**src/rtl/fp_to_q230.sv**
```systemverilog
// fp_to_q230: multicycle IEEE-754 single to Q2.30 converter with start/done handshake.
module fp_to_q230 #(
  parameter int SHIFT_STEP = 4
) (
  input  logic        clk,
  input  logic        reset,
  input  logic        clk_en,
  input  logic        start,
  input  logic [31:0] dataa,
  output logic        done,
  output logic [31:0] result,
  output logic        ovf
);
  typedef enum logic [1:0] {IDLE, DECODE, SHIFT, FINISH} state_t;
  localparam logic [4:0] STEP = 5'(SHIFT_STEP);
  state_t state, state_n;
  logic s, sat;
  logic [7:0] e;
  logic [31:0] mag;
  logic [4:0] r, k;
  logic [7:0] rd;
  assign rd = 8'd120 - e;
  assign k = r < STEP ? r : STEP;
  always_comb begin
    state_n = state;
    case (state)
      IDLE:    state_n = start ? DECODE : IDLE;
      DECODE:  state_n = (e != 8'd0 && e < 8'd120) ? SHIFT : FINISH;
      SHIFT:   state_n = r <= STEP ? FINISH : SHIFT;
      default: state_n = IDLE;
    endcase
  end
  always_ff @(posedge clk) begin
    if (reset) begin
      state  <= IDLE;
      done   <= 1'b0;
      result <= '0;
      ovf    <= 1'b0;
      s      <= 1'b0;
      e      <= '0;
      mag    <= '0;
      r      <= '0;
      sat    <= 1'b0;
    end else if (clk_en) begin
      state <= state_n;
      done  <= state == FINISH;
      case (state)
        IDLE: if (start) begin
          s   <= dataa[31];
          e   <= dataa[30:23];
          mag <= {8'b0, 1'b1, dataa[22:0]};
        end
        DECODE: begin
          sat <= e[7];
          // saturated magnitudes are stored so that the FINISH negation leaves them intact
          if (e == 8'd0) mag <= '0;
          else if (e[7]) mag <= s ? 32'h8000_0000 : 32'h7FFF_FFFF;
          else if (e >= 8'd120) mag <= mag << e[2:0];
          else r <= e < 8'd96 ? 5'd24 : rd[4:0];
        end
        SHIFT: begin
          mag <= mag >> k;
          r   <= r - k;
        end
        default: begin
          result <= s ? -mag : mag;
          ovf    <= sat;
        end
      endcase
    end
  end
endmodule

```
**config.mk**
```make
export PLATFORM = sky130hd
export DESIGN_NAME = fp_to_q230
export DESIGN_NICKNAME = d
export VERILOG_FILES = /design/src/rtl/fp_to_q230.sv
export SDC_FILE = /design/constraint.sdc
export NUM_CORES = 1
export LEC_CHECK = 0
export CORE_UTILIZATION = 45
export CTS_CLUSTER_DIAMETER = 60
export DETAILED_ROUTE_END_ITERATION = 16
export PLACE_DENSITY = 0.71
export SLEW_MARGIN = 20
export SYNTH_ARGS = -nofsm -noshare
export SYNTH_HDL_FRONTEND = slang
export SYNTH_SLANG_ARGS = --single-unit
export TNS_END_PERCENT = 30
```
**constraint.sdc**
```tcl
create_clock -name clk -period 7.5 [get_ports clk]
set_clock_uncertainty 0.15 [all_clocks]
set_input_delay 1.875 -clock clk [delete_from_list [all_inputs] [get_ports clk]]
set_output_delay 1.875 -clock clk [all_outputs]
set_load 0.005 [all_outputs]
```
Word-level counts from Yosys, hierarchy flattened
Index checks and enable logic that the tools add are counted.
- input bits: 36
- register bits after elaboration: 83
- word-level logic and storage cells: 57
- output and inout port bits: 34
- bitwise logic cells: 1
- multiplexer cells: 17
- reduce and logical (&&, ||, !) cells: 12
- shift operators: 2
- $lt $le $gt $ge: 5
- eq/ne operators: 8
- $add $sub $neg: 3
- operator list (cell ; number):
    two-way mux 32 bit ; 6
    case mux 32 bit (3 select lines) ; 1
    negator 32 bit ; 1
    left shift 32 x 3 -> 32 bit ; 1
    right shift 32 x 5 -> 32 bit ; 1
    two-way mux 5 bit ; 5
    less-than comparator 8 x 7 -> 1 bit, second input constant ; 2
    case mux 5 bit (2 select lines) ; 1
    greater-or-equal comparator 8 x 7 -> 1 bit, second input constant ; 1
    zero test 8 bit ; 1
    inequality test 2 bit, second input constant ; 4
    nonzero test 8 bit ; 1
    case mux 2 bit (3 select lines) ; 1
    <= comparator 5 x 3 -> 1 bit, second input constant ; 1
    less-than comparator 5 x 3 -> 1 bit, second input constant ; 1
    AND reduction 5 bit ; 1
    subtractor 5 bit ; 1
    subtractor 5 bit, first input constant ; 1
    == test 2 bit, second input constant ; 2
    inequality test 4 bit, second input constant ; 1
    AND reduction 2 bit ; 2
    AND reduction 4 bit ; 1
    two-way mux 1 bit ; 3
    AND reduction 3 bit ; 1
    7 further kinds ; 7

Logic depth before layout (Yosys ltp)
- word-level depth: 6
- mapped depth: 11
- depth with buffers taken out: 7

Worst setup path before layout
Ideal clock, no wire load.
- path kind: input port to flip-flop
- start point: input clk_en
- end point: register mag[6]
- required time: 7.217 ns
- slack: 4.325 ns
- stages: 5
- path buffers: 0
- setup time: 0.133 ns
- arrival time: 2.892 ns
- cells stage by stage: nand2b_1 or3_1 nor2_1 a21boi_0 a311oi_1
- longest elaborated chain between the ends: 1
- ends and longest elaborated chain (what ; line ; source):
    start, declared ; 7 ; input logic clk_en,
    AND reduction 4 bit (no line) ; n/a ;
    end signal, assigned ; 51 ; mag <= {8'b0, 1'b1, dataa[22:0]};
    end signal, assigned ; 57 ; else if (e[7]) mag <= s ? 32'h8000_0000 : 32'h7FFF_FFFF;
    end signal, assigned ; 58 ; else if (e >= 8'd120) mag <= mag << e[2:0];
    end, declared ; 19 ; logic [31:0] mag;
No other way between the ends.
A chain may end at the register's enable or synchronous reset.

Final worst setup path
- start point: input clk_en
- end point: register mag[28]
The elaborated chain is that of the path after synthesis.

==> metrics.csv <==
metric,value,unit
synth_top_area_share,23.79,%
fp-row-count,45,
core_area,15200,sq um
final_antenna_net_count,0,
synth_top_area_cell,dfxtp_1,
syn-cell-area,6985,sq um
period_minus_slack,3.960,ns
max-slew-margin-rel,30.15,%
avgSynthCellArea,8.645,sq um
grt_max_degree,58,
vdd_drop_max,0.1409,mV
post-cts-setup-buffers,0,
drtIter0Drc,919,
tightest_slew,1.048,ns
ys_types,74,
grt_overflow,0,
cts.sinks,83,
initial_core_util,45.95,%
grt_usage,27.27,%
rsz0062_at_grt,no,
io_buffers,69,
dieArea,16030,sq um
vias,6622,
synth_warnings,0,
final_cell_mix,"nand2_1, dfxtp_1, clkdlybuf4s50_1",
clkPwrFrac,34.3,%
drv_slew,0,
critPathCaptureType,register,
drc_errors,0,
max_freq,0.2525,GHz
post-route-period-util,52.80,%
synth_edf_count,0,
ys.flop_type,dfxtp_1,
syn_inst,808,
grt_pass1_vias,6216,
finalNetCount,845,
tns,0,ns
cp-start-kind,primary input,
clk_pin_slew,0.06,ns
ys_seq_area_share,23.79,%
p_per_area,176.6,nW/um^2
routed_wl,21010,microns
cts_buffers,9,
clockRootBuffer,clkbuf_16,
place_hpwl,13470,microns
die_h,126.6,microns
clockBufferDepth,2,
syn_to_final_growth,12.48,%
wire_per_inst,21.13,microns
cts_tree,built,
hold_buffers,0,
synthTopCellsByArea,"dfxtp_1, mux4_2, mux2i_1",
switchingPower,493.5,uW
async_flop_share,0,%
cp.required,7.56,ns
postCtsResizedCells,0,
antennaDiodeCount,0,
final_common_cell,nand2_1,
p_seq_share,38.5,%
drt-pass1-iter-count,5,
synth-seq-cells,83,
antenna_found_initial,0,
pin_count,70,
gp_congestion,0.8728,
insertion_delay,0.37,ns
critical_path_class,in2reg,
p_int,894.0,uW
layout-drive-gt1-share,12.66,%
die_w,126.6,microns
setup_viol,0,
cts_max_level,3,
swShare,35.57,%
finalHoldViolCount,0,
hp-class,reg2reg,
status,completed,
via_per_inst,6.662,
grt_pass1_wl,34210,microns
power_frac_comb,27.2,%
timing.max_cap.violations,0,
syn_nets,852,
cp_max_fo,18,
power.leakage,0.002481,uW
power.total,1387,uW
worstPathArrival,4.02,ns
registers in the layout (all words and copies together), names as in the netlist:
signal / cells
state: 2
ovf: 1
mag: 32
done: 1
e: 8
r: 5
result: 32
s: 1
sat: 1
worst max-delay path, stage by stage:
cell and delay [ns]:
clkdlybuf4s50_1 0.73, nand2b_1 0.15, nor2_1 0.28, nand2_1 0.46, a221oi_1 0.44, nor3_1 0.09
cell type report:
cell class,instances,area (sq um)
inverter,12,45.04
multi-input combinational,613,4818
clock inverter,6,71.32
sequential,83,1665
fill,1434,7345
timing repair buffer,82,783.3
tap,188,235.2
clock buffer,10,239.0
cell usage after synthesis (5+ instances only):
cell type and n:
nor3_1 13, o22ai_1 11, o31ai_1 12, ha_1 8, nand3_1 14, buf_6 6, a311oi_1 9, mux4_2 42
nor2b_1 6, nand2b_1 7, a211oi_1 22, mux2_2 9, or4_1 5, mux2i_1 55, o211ai_1 5, xor2_1 28
nor2_1 45, inv_1 11, clkbuf_1 66, o41ai_1 12, buf_4 6, o21ai_0 58, a221oi_1 12, a21oi_1 42
nand2_1 98, buf_2 20, a22oi_1 6, or3_1 9, dfxtp_1 83
per-layer routing:
| layer | track usage (%) | part of all wire (%) |
|---|---|---|
| met1 | 36.39 | 42 |
| met2 | 40.69 | 44 |
| met3 | 6.833 | 9.3 |
| met4 | 14.32 | 4.1 |
| met5 | 0 | 0 |
power groups by stage:
stage | Combinational, uW | Clock, uW | Sequential [uW]
after floorplan | 331 | 0 | 485
after global placement | 366 | 0 | 540
after detailed placement | 370 | 0 | 540
after CTS | 372 | 484 | 530
after global routing | 409 | 498 | 538
final | 378 | 476 | 534
logic make-up (layout without fill, tap and decap cells):
| logic type | Yosys count | count (layout) | synth area share [%] |
|---|---|---|---|
| compound gates | 236 | 236 | 23.09 |
| other cells | 1 | 1 | 0.05368 |
| fa+ha+maj | 8 | 8 | 1.433 |
| mux | 110 | 110 | 24.38 |
| xor+xnor | 31 | 31 | 3.887 |
| simple gates | 227 | 227 | 16.03 |
| buf+inv | 112 | 110 | 7.344 |
| flops | 83 | 83 | 23.79 |
through the flow:
stage	hold slack, ns	instances	instance area, sq um	setup slack, ns	utilization (%)
2_1_floorplan	0.2821	808	6985	4.325	-
3_3_place_gp	0.2914	977	7540	3.271	49.60
3_5_place_dp	0.2940	977	7540	3.195	49.60
4_1_cts	0.3030	993	7850	3.566	51.64
5_1_grt	0.3199	994	7858	3.354	51.69
6_report	0.3000	994	7858	3.540	51.69
final timing paths:
kind	startpoint	endpoint	slack, ns	depth (start not counted)
worst max-delay path	clk_en	mag[28]$_SDFFE_PP0P_	3.54	6
worst min-delay path	result[29]$_SDFFE_PP0P_	result[29]$_SDFFE_PP0P_	0.30	2
worst max register to register	e[1]$_SDFFE_PP0P_	mag[12]$_SDFFE_PP0P_	4.35	9
worst min register to register	result[29]$_SDFFE_PP0P_	result[29]$_SDFFE_PP0P_	0.30	2
Power figures use the tool's default switching activity.
